[src/rtl/bp_me_burst_to_axil.sv]
// BedRock Burst IO command/response to AXI4-Lite manager bridge.
// One transaction in flight at a time, so responses return in command order.

package bp_me_burst_to_axil_pkg;

    localparam int paddr_width_gp   = 40;
    localparam int payload_width_gp = 16;

    typedef enum logic [3:0] {
        e_bedrock_mem_rd    = 4'd0,
        e_bedrock_mem_wr    = 4'd1,
        e_bedrock_mem_uc_rd = 4'd2,
        e_bedrock_mem_uc_wr = 4'd3,
        e_bedrock_mem_pre   = 4'd4,
        e_bedrock_mem_amo   = 4'd5
    } bp_bedrock_mem_type_e;

    // Transfer size in bytes is 1 << size.
    typedef enum logic [2:0] {
        e_bedrock_msg_size_1   = 3'd0,
        e_bedrock_msg_size_2   = 3'd1,
        e_bedrock_msg_size_4   = 3'd2,
        e_bedrock_msg_size_8   = 3'd3,
        e_bedrock_msg_size_16  = 3'd4,
        e_bedrock_msg_size_32  = 3'd5,
        e_bedrock_msg_size_64  = 3'd6,
        e_bedrock_msg_size_128 = 3'd7
    } bp_bedrock_msg_size_e;

    typedef struct packed {
        logic [payload_width_gp-1:0] payload;
        bp_bedrock_msg_size_e        size;
        logic [paddr_width_gp-1:0]   addr;
        logic [3:0]                  subop;
        bp_bedrock_mem_type_e        msg_type;
    } bp_bedrock_mem_header_s;

    localparam int mem_header_width_gp = $bits(bp_bedrock_mem_header_s);

endpackage

module bp_me_burst_to_axil
    import bp_me_burst_to_axil_pkg::*;
#(
    parameter int io_data_width_p   = 64,
    parameter int axil_data_width_p = 32,
    parameter int axil_addr_width_p = 32
) (
    input  logic                           clk_i,
    input  logic                           reset_i,

    input  logic [mem_header_width_gp-1:0] io_cmd_header_i,
    input  logic                           io_cmd_header_v_i,
    input  logic                           io_cmd_has_data_i,
    output logic                           io_cmd_header_ready_and_o,
    input  logic [io_data_width_p-1:0]     io_cmd_data_i,
    input  logic                           io_cmd_data_v_i,
    input  logic                           io_cmd_last_i,
    output logic                           io_cmd_data_ready_and_o,

    output logic [mem_header_width_gp-1:0] io_resp_header_o,
    output logic                           io_resp_header_v_o,
    output logic                           io_resp_has_data_o,
    input  logic                           io_resp_header_ready_and_i,
    output logic [io_data_width_p-1:0]     io_resp_data_o,
    output logic                           io_resp_data_v_o,
    output logic                           io_resp_last_o,
    input  logic                           io_resp_data_ready_and_i,

    output logic [axil_addr_width_p-1:0]   m_axil_awaddr_o,
    output logic [2:0]                     m_axil_awprot_o,
    output logic                           m_axil_awvalid_o,
    input  logic                           m_axil_awready_i,

    output logic [axil_data_width_p-1:0]   m_axil_wdata_o,
    output logic [axil_data_width_p/8-1:0] m_axil_wstrb_o,
    output logic                           m_axil_wvalid_o,
    input  logic                           m_axil_wready_i,

    input  logic [1:0]                     m_axil_bresp_i,
    input  logic                           m_axil_bvalid_i,
    output logic                           m_axil_bready_o,

    output logic [axil_addr_width_p-1:0]   m_axil_araddr_o,
    output logic [2:0]                     m_axil_arprot_o,
    output logic                           m_axil_arvalid_o,
    input  logic                           m_axil_arready_i,

    input  logic [axil_data_width_p-1:0]   m_axil_rdata_i,
    input  logic [1:0]                     m_axil_rresp_i,
    input  logic                           m_axil_rvalid_i,
    output logic                           m_axil_rready_o
);

    localparam int axil_bytes_lp    = axil_data_width_p / 8;
    localparam int io_bytes_lp      = io_data_width_p / 8;
    localparam int lg_axil_bytes_lp = $clog2(axil_bytes_lp);

    if ((axil_data_width_p != 32) && (axil_data_width_p != 64)) begin : g_bad_width
        $error("bp_me_burst_to_axil: axil_data_width_p must be 32 or 64");
    end

    typedef enum logic [2:0] {
        e_ready, e_write_data, e_write_req, e_write_resp,
        e_read_addr, e_read_data, e_resp_header, e_resp_data
    } state_e;

    state_e                  state_r, state_n;
    bp_bedrock_mem_header_s  cmd_header, header_r;
    logic                    cmd_is_read, is_read_r;
    logic [io_data_width_p-1:0]   data_r;
    logic [axil_data_width_p-1:0] rdata_r;
    logic                    aw_done_r, w_done_r;
    logic                    aw_hs, w_hs, write_done;
    logic                    hdr_ready, data_ready, aw_v, w_v, b_ready, ar_v, r_ready, resp_hdr_v, resp_data_v;
    int                      nbytes, off;

    // Error responses are deliberately dropped; the BedRock response is sent regardless.
    logic unused_resp;
    assign unused_resp = ^{m_axil_bresp_i, m_axil_rresp_i, io_cmd_has_data_i};

    assign cmd_header  = bp_bedrock_mem_header_s'(io_cmd_header_i);
    assign cmd_is_read = (cmd_header.msg_type == e_bedrock_mem_rd) || (cmd_header.msg_type == e_bedrock_mem_uc_rd);

    // AW and W complete independently; a same-cycle completion counts toward finishing the write.
    assign aw_hs      = (state_r == e_write_req) && !aw_done_r && m_axil_awready_i;
    assign w_hs       = (state_r == e_write_req) && !w_done_r && m_axil_wready_i;
    assign write_done = (state_r == e_write_req) && (aw_done_r || aw_hs) && (w_done_r || w_hs);

    // State register.
    always_ff @(posedge clk_i) begin
        // NOTE: sequential state uses non-blocking assignment so every flop samples pre-edge values.
        if (reset_i) state_r <= e_ready;
        else         state_r <= state_n;
    end

    // Next-state and handshake-control decode; valids come from state and flags only.
    always_comb begin
        // NOTE: every output gets a default first so no path leaves a latch behind.
        state_n     = state_r;
        hdr_ready   = 1'b0;
        data_ready  = 1'b0;
        aw_v        = 1'b0;
        w_v         = 1'b0;
        b_ready     = 1'b0;
        ar_v        = 1'b0;
        r_ready     = 1'b0;
        resp_hdr_v  = 1'b0;
        resp_data_v = 1'b0;
        case (state_r)
            e_ready: begin
                hdr_ready = 1'b1;
                if (io_cmd_header_v_i) state_n = cmd_is_read ? e_read_addr : e_write_data;
            end
            e_write_data: begin
                data_ready = 1'b1;
                if (io_cmd_data_v_i) state_n = e_write_req;
            end
            e_write_req: begin
                aw_v = !aw_done_r;
                w_v  = !w_done_r;
                if (write_done) state_n = e_write_resp;
            end
            e_write_resp: begin
                b_ready = 1'b1;
                if (m_axil_bvalid_i) state_n = e_resp_header;
            end
            e_read_addr: begin
                ar_v = 1'b1;
                if (m_axil_arready_i) state_n = e_read_data;
            end
            e_read_data: begin
                r_ready = 1'b1;
                if (m_axil_rvalid_i) state_n = e_resp_header;
            end
            e_resp_header: begin
                resp_hdr_v = 1'b1;
                if (io_resp_header_ready_and_i) state_n = is_read_r ? e_resp_data : e_ready;
            end
            e_resp_data: begin
                resp_data_v = 1'b1;
                if (io_resp_data_ready_and_i) state_n = e_ready;
            end
            default: state_n = e_ready;
        endcase
    end

    // Reset forces every handshake output low in the cycle it is sampled.
    assign io_cmd_header_ready_and_o = !reset_i && hdr_ready;
    assign io_cmd_data_ready_and_o   = !reset_i && data_ready;
    assign m_axil_awvalid_o          = !reset_i && aw_v;
    assign m_axil_wvalid_o           = !reset_i && w_v;
    assign m_axil_bready_o           = !reset_i && b_ready;
    assign m_axil_arvalid_o          = !reset_i && ar_v;
    assign m_axil_rready_o           = !reset_i && r_ready;
    assign io_resp_header_v_o        = !reset_i && resp_hdr_v;
    assign io_resp_data_v_o          = !reset_i && resp_data_v;
    assign io_resp_has_data_o        = is_read_r;
    assign io_resp_last_o            = 1'b1;
    assign io_resp_header_o          = header_r;
    assign m_axil_awprot_o           = 3'b000;
    assign m_axil_arprot_o           = 3'b000;
    assign m_axil_awaddr_o           = header_r.addr[axil_addr_width_p-1:0];
    assign m_axil_araddr_o           = header_r.addr[axil_addr_width_p-1:0];

    // Control flags: AW/W completion tracking and read/write direction.
    always_ff @(posedge clk_i) begin
        if (reset_i) begin
            aw_done_r <= 1'b0;
            w_done_r  <= 1'b0;
            is_read_r <= 1'b0;
        end else begin
            if (io_cmd_header_v_i && io_cmd_header_ready_and_o) is_read_r <= cmd_is_read;
            if (write_done) begin
                aw_done_r <= 1'b0;
                w_done_r  <= 1'b0;
            end else begin
                if (aw_hs) aw_done_r <= 1'b1;
                if (w_hs)  w_done_r  <= 1'b1;
            end
        end
    end

    // Captured header and data payloads.
    always_ff @(posedge clk_i) begin
        // NOTE: payload registers carry no reset; they are only read after a handshake has loaded them.
        if (io_cmd_header_v_i && io_cmd_header_ready_and_o) header_r <= cmd_header;
        if (io_cmd_data_v_i && io_cmd_data_ready_and_o)     data_r   <= io_cmd_data_i;
        if (m_axil_rvalid_i && m_axil_rready_o)             rdata_r  <= m_axil_rdata_i;
    end

    assign nbytes = 1 << header_r.size;
    assign off    = int'(header_r.addr[lg_axil_bytes_lp-1:0]);

    // Write lanes: low nbytes replicated across the bus, strobes cover the addressed bytes.
    always_comb begin
        m_axil_wdata_o = '0;
        m_axil_wstrb_o = '0;
        for (int i = 0; i < axil_bytes_lp; i++) begin
            m_axil_wdata_o[8*i+:8] = data_r[8*(i & (nbytes - 1))+:8];
            m_axil_wstrb_o[i]      = (i >= off) && (i < off + nbytes);
        end
    end

    // Read lanes: shift the addressed bytes down, then replicate across the BedRock beat.
    logic [axil_data_width_p-1:0] rdata_shift;
    always_comb begin
        rdata_shift    = rdata_r >> (8 * off);
        io_resp_data_o = '0;
        for (int i = 0; i < io_bytes_lp; i++) begin
            io_resp_data_o[8*i+:8] = rdata_shift[8*(i & (nbytes - 1) & (axil_bytes_lp - 1))+:8];
        end
    end

`ifndef SYNTHESIS
    // Protocol checks on incoming commands.
    always @(posedge clk_i) begin
        if (!reset_i) begin
            if (io_cmd_header_v_i && io_cmd_header_ready_and_o) begin
                assert ((cmd_header.msg_type == e_bedrock_mem_rd) || (cmd_header.msg_type == e_bedrock_mem_uc_rd)
                     || (cmd_header.msg_type == e_bedrock_mem_wr) || (cmd_header.msg_type == e_bedrock_mem_uc_wr))
                    else $error("bp_me_burst_to_axil: unsupported msg_type %0d", cmd_header.msg_type);
                assert ((1 << cmd_header.size) <= axil_bytes_lp)
                    else $error("bp_me_burst_to_axil: size exceeds AXIL width");
                assert ((int'(cmd_header.addr[lg_axil_bytes_lp-1:0]) & ((1 << cmd_header.size) - 1)) == 0)
                    else $error("bp_me_burst_to_axil: misaligned access");
            end
            if (io_cmd_data_v_i) begin
                assert (io_cmd_last_i) else $error("bp_me_burst_to_axil: multi-beat command");
            end
        end
    end
`endif

endmodule

[config.mk]
export PLATFORM = sky130hd
export DESIGN_NAME = bp_me_burst_to_axil
export DESIGN_NICKNAME = d
export VERILOG_FILES = /design/src/rtl/bp_me_burst_to_axil.sv
export SDC_FILE = /design/constraint.sdc
export NUM_CORES = 1
export LEC_CHECK = 0
export CORE_AREA = 2 2 169 171
export CTS_CLUSTER_DIAMETER = 150
export DETAILED_ROUTE_END_ITERATION = 8
export DIE_AREA = 0 0 171 173
export GPL_TIMING_DRIVEN = 0
export PLACE_DENSITY = 0.59
export SYNTH_ARGS = -nofsm -noshare
export SYNTH_HDL_FRONTEND = slang
export SYNTH_SLANG_ARGS = --single-unit
[constraint.sdc]
create_clock -name clk_i -period 3.75 [get_ports clk_i]
set_clock_uncertainty 0.15 [all_clocks]
set_input_delay 0.5625 -clock clk_i [delete_from_list [all_inputs] [get_ports clk_i]]
set_output_delay 0.5625 -clock clk_i [all_outputs]
set_load 0.02 [all_outputs]
# Word-level counts from Yosys, hierarchy flattened
# Index checks and enable logic that the tools add are counted.
[totals]
ff_bits = 169
inputBits = 180
elab_cells = 97
[op_classes]
add_sub_neg = 2
magnitude_cmp = 8
eq_ne = 16
n_shift = 8
mux = 20
n_reduce_logical = 32
[ops]
columns = ["operator", "n"]
rows = [
  ["indexed part select 64 x 6 -> 8 bit", 2],
  ["< comparator 3 x 32 -> 1 bit (first input constant)", 2],
  ["indexed part select 32 x 6 -> 8 bit", 2],
  ["indexed part select 64 x 5 -> 8 bit", 1],
  ["adder 3 x 32 -> 32 bit", 1],
  ["< comparator 1 x 32 -> 1 bit (first input constant)", 1],
  ["< comparator 2 x 32 -> 1 bit (first input constant)", 1],
  ["indexed part select 32 x 5 -> 8 bit", 1],
  ["left shift 1 x 3 -> 32 bit (first input constant)", 1],
  ["right shift 32 x 5 -> 32 bit", 1],
  ["2-to-1 mux 3 bit", 10],
  ["one-hot mux 3 bit (8 select lines)", 1],
  ["logical AND 1 bit", 22],
  ["!= test 2 bit (second input constant)", 8],
  ["equality test 3 bit (second input constant)", 4],
  ["2-to-1 mux 1 bit", 9],
  ["AND reduction 8 bit", 1],
  ["equality test 3 x 2 -> 1 bit (second input constant)", 2],
  ["equality test 4 x 2 -> 1 bit (second input constant)", 1],
  [">= comparator 1 x 2 -> 1 bit (first input constant)", 2],
  [">= comparator 2 bit (first input constant)", 2],
  ["logical NOT 4 bit", 1],
  ["equality test 3 x 1 -> 1 bit (second input constant)", 1],
  ["logical NOT 1 bit", 3],
  ["4 further kinds", 6],
]

# Depth between registers and ports, before layout
[logic_depth]
word_depth = 8
ltp_mapped = 10
mapped_depth_nobuf = 9

# Least setup slack after synthesis
# OpenSTA, ideal clock, no wires.
[synth_timing]
kind = "reg2reg"
from = "register state_r[1]"
to = "register header_r (netlist bit io_resp_header_o[0]), enable pin"
t_arrival_ps = 3051
slack_ps = 117
path_stages_with_launch = 5
period_less_slack_ps = 3633
path_cell_list = "dfxtp_1 -> buf_6 -> clkbuf_1 -> nor4_1 -> and2_1"
[synth_between]
elab_chain_cells = 4
[synth_lines]
columns = ["element", "line_no", "text"]
rows = [
  ["start, declared", "108", "state_e state_r, state_n;"],
  ["start signal, assigned", "133", "if (reset_i) state_r <= e_ready;"],
  ["start signal, assigned", "134", "else state_r <= state_n;"],
  ["logical NOT 3 bit", "150", "case (state_r)"],
  ["2-to-1 mux 1 bit", "150", ""],
  ["logical AND 1 bit", "189", "assign io_cmd_header_ready_and_o = !reset_i && hdr_ready;"],
  ["named net io_cmd_header_ready_and_o", "55", "output logic io_cmd_header_ready_and_o,"],
  ["logical AND 1 bit", "227", "if (io_cmd_header_v_i && io_cmd_header_ready_and_o) header_r <= cmd_header;"],
  ["end signal, assigned", "227", ""],
  ["end, declared", "109", "bp_bedrock_mem_header_s cmd_header, header_r;"],
]
# The timed path passes the listed nets, and every way through them passes these cells.
# A chain may end at the register's enable or synchronous reset.

# Worst setup path after layout
[layout_timing]
from = "register header_r (netlist bit io_resp_header_o[50])"
to = "output port io_resp_data_o[61]"
[layout_between]
elab_chain_cells = 3
[layout_lines]
columns = ["element", "line_no", "text"]
rows = [
  ["left shift 1 x 3 -> 32 bit", "232", "assign nbytes = 1 << header_r.size;"],
  ["subtractor 2 bit", "251", "io_resp_data_o[8*i+:8] = rdata_shift[8*(i & (nbytes - 1) & (axil_bytes_lp - 1))+:8];"],
  ["indexed part select 32 x 6 -> 8 bit", "251", ""],
  ["end, declared", "65", "output logic [io_data_width_p-1:0] io_resp_data_o,"],
]
# Every way passes these cells.

==> summary by stage <==
Worst setup path
At the worst endpoint, the required time is 3.04 ns. The highest-delay cell along the critical path is clkdlybuf4s50_1. Data on the critical path arrives at its endpoint at 2.91 ns.

Broken down by cell family, the worst path's largest delay share belongs to buffers and inverters. Across all register-to-register paths, the minimum setup slack is 1.29 ns. The worst setup path is captured at an output port. The classification of the worst setup path is flop to output port. The worst register-to-register path has a depth of 4.

The count of buffering cells on the critical path with inverters included is 5. The worst register-to-register path begins at state_r[1]. In this run the worst setup path begins at io_resp_header_o[50].

STA classifies the critical path startpoint as a flop. In this run the critical register-to-register path is captured at io_resp_header_o[25]. The critical path goes through or3_1 -> buf_6 -> buf_4 -> buf_6 -> and3_1 -> o21ai_1 -> a31oi_1 -> buf_4 -> clkdlybuf4s50_1.

The number of cells on the critical path is 9. Along the worst path, the maximum fanout reaches 10. On the worst path, the slowest cell contributes a delay of 0.53 ns.

Global routing
In the global route stage, overall resource usage came out at 15.6%. The maximum number of pins on one net before global-route repair is 68. The number of antenna violations at the first check in global routing was 0.

The number of global-route vias before repair is 5676. After global routing the overflow that remains totals 0. The wire length of the first global-routing pass is 34000 µm.

Clock network
The number of H-tree levels is 4. The number of buffers created by CTS is 17. The CTS tree is yes. For the worst-skew pair, the clock arrives at the later sink with an insertion delay of 0.41 ns. The root buffer cell chosen for the clock tree is clkbuf_16. The clock slew seen by the registers of the worst setup and hold paths is 0.06 ns. The clock sink total is 137. The maximum root-to-sink buffer count is 2.

Buffers inserted to repair hold after CTS numbered 0.

Hold path
The type of the tightest min-delay check is flop to flop. The worst hold path stage count is 2. The sink of the worst hold path is w_done_r. The start point of the worst min-delay path is w_done_r.

Synthesis
The number of unique standard cell types used by synthesis is 40. Counting flops and latches in the post-synthesis netlist gives 137. The count of yosys warnings during synthesis is 0. Ranked by total cell area, the synthesized netlist is headed by edfxtp_1, buf_4, nand2_1.

The number of instances in the synthesized netlist is 517. After synthesis, the largest family of logic cells by area is buffers and inverters. The synthesized netlist devotes 6.49% of its cell area to compound gates. The simple-gate share of the synthesized area is 9.17%. The top cell type by area accounts for 60.6% of the synthesized area. The largest total area in the synthesized netlist belongs to edfxtp_1. A synthesized cell averages 12.6 µm². Multiplexer cells account for 5.88% of the synthesized area.

The XOR/XNOR share of the synthesized area is 0%. After synthesis the cells add up to 6490 µm². Sequential cells were found to cover 62.4% of the synthesized design area. The synthesized netlist devotes 0.694% of its cell area to adder and majority cells.

Power
The reported leakage power is 4.42 nW. Power comes to 5.83 mW. VDD sags by at most 0.224 mV.

Dividing total power by cell area gives a power density of 506 nW/µm².

Drt
Dividing the detail-routed wire length by the instance count gives 17.6 µm. Wires add up to 23200 µm. For this run, the detailed router's first-pass iteration total came to 5. The count of antenna-violating nets left after detailed routing is 0. The first-iteration detailed-routing DRC count is 228. The final route contains 5361 vias. The number of design rule violations left after detail routing is 0. The post-detailed-route via-to-cell ratio is 4.06.

Finish
At the end of the flow the core is filled with cells to 41.7%. Compared with the post-synthesis result, the final layout area differs by 77.4%. Leaving out fill and tap cells, the most frequent cells in the layout are clkdlybuf4s50_1, edfxtp_1, buf_4. The share of post-route cells with drive strength above 1 is 21.8%. The antenna diode count is 0. Leaving out fill and tap cells, the most frequent cell in the layout is clkdlybuf4s50_1. Excluding fillers, the count of instances in the completed layout stands at 1321. After the last flow step, the layout net total stands at 1113.

Die
The die is 171 µm wide. The floorplan step defined a die boundary enclosing 29600 µm². The initialized floorplan defines 61 standard-cell rows.

The placeable core region is 27600 µm². For this configuration, the core starts out at a cell density of 23.5%. Pin placement for this block handled 428 I/O pins. The die is 173 µm tall.

Timing
Static timing analysis puts the maximum clock frequency at 0.276 GHz. The number of pins exceeding their max-slew limit in the final report is 0. For the pin with the worst max-slew slack, the measured transition is 0.906 ns. The final critical path takes up 96.7% of the cycle. The tightest hold path in the finished design has a slack of 0.400 ns. The total negative slack for setup checks is 0 ns. The smallest clock period supported by the final layout is computed as 3.62 ns. Setup violations remaining at the end of the flow were counted as 0. Setup repair after global routing left no endpoint under its margin. The headroom to the max-slew limit is 39.6%. The count of endpoints failing hold in the final timing report came to 0.

Placement
Port buffering added 382 buffers. The total half-perimeter wirelength after legalization and detailed placement is 17600 µm. The number of placed instances with taps included is 1282.

Routability-driven placement finished with a final weighted congestion of 0.814.

Job
The max-capacitance violation count is 0.

Outcome
The run finished with clean final reports.
power by group:
| part | internal [mW] | leakage [nW] | switching (mW) | total [mW] |
|---|---|---|---|---|
| Sequential | 1.88 | 1.25 | 0.0954 | 1.98 |
| Clock | 0.861 | 0.254 | 0.713 | 1.57 |
| Combinational | 1.13 | 2.92 | 1.15 | 2.28 |
| Total | 3.87 | 4.42 | 1.96 | 5.83 |
final cells by class:
cell class                 instances  area (µm²)
clock buffer                      18         429
clock inverter                    14         115
buffer                           132         972
tap                              378         473
timing repair buffer             390        3900
fill                            2684       16100
inverter                           7        42.5
sequential                       137        4050
multi-input combinational        245        1540
routing by layer:
metal	routed length, µm	share of wire, %	track usage [%]
met5	0	0	0
met4	546	2.4	5.30
met3	2390	10	6.87
met2	11600	50	27.0
met1	8740	38	16.9
registers in the layout (all words and copies together) (netlist names):
register and flops:
io_resp_header_o 67, data_r 32, rdata_r 32, state_r 3, aw_done_r 1, io_resp_has_data_o 1
w_done_r 1
stage by stage:
| stage | instance area (µm²) | setup WS [ns] |
|---|---|---|
| final | 11500 | 0.125 |
| after global routing | 11500 | 0.00326 |
| after CTS | 11500 | 0.0503 |
| after detailed placement | 10800 | -0.422 |
| after global placement | 10800 | -0.655 |
| after floorplan | 6510 | 0.117 |
worst max path at each step:
stage	endpoint	slack, ns
6_report	io_resp_data_o[61]	0.13
4_1_cts	io_resp_data_o[60]	0.05
3_3_place_gp	io_resp_header_o[25]	-0.66
3_5_place_dp	m_axil_wstrb_o[2]	-0.42
5_1_grt	io_resp_data_o[50]	0.003
2_1_floorplan	io_resp_header_o[0]	0.12
logic make-up (layout without fill, tap and decap cells):
logic type / count (synthesis) / after routing
muxes: 36 / 36
AOI/OAI and AO/OA: 64 / 64
adders and majority gates: 3 / 3
other: 2 / 7
and+or+nand+nor: 135 / 135
buffers and inverters: 140 / 561
DFF: 137 / 137
synth_stat cells:
cell,instances
edfxtp_1,131
buf_4,111
nand2_1,61
nor2_1,38
a21oi_1,20
mux2i_1,19
mux2_2,17
nor3_1,9
o21ai_1,9
a211o_1,8
a31oi_1,8
and3_1,8
clkbuf_1,8
o2bb2ai_1,8
buf_2,7
dfxtp_1,6
inv_1,6
nand2b_1,6
buf_6,5
and2_1,4
o22ai_1,3
a22oi_1,2
buf_1,2
conb_1,2
ha_1,2
nor2b_1,2
nor4_1,2
a2111oi_0,1
a221oi_1,1
a311oi_1,1
a31o_2,1
clkinv_1,1
fa_1,1
nor3b_1,1
o32ai_1,1
o41ai_1,1
or2_2,1
or3_1,1
or4_4,1
or4b_1,1
tightest hold or removal path, cell delays in order, from the launching register on:
cell,delay (ns)
dfxtp_1,0.33
a21oi_1,0.12
nor3_1,0.05
timing repair:
action                                  CTS  global route
pin swaps                                 4             1
setup buffers                             8             0
endpoints found under the setup margin   46            11
resized for setup                        37            11
Note: power is estimated with default switching activity, not from simulation.
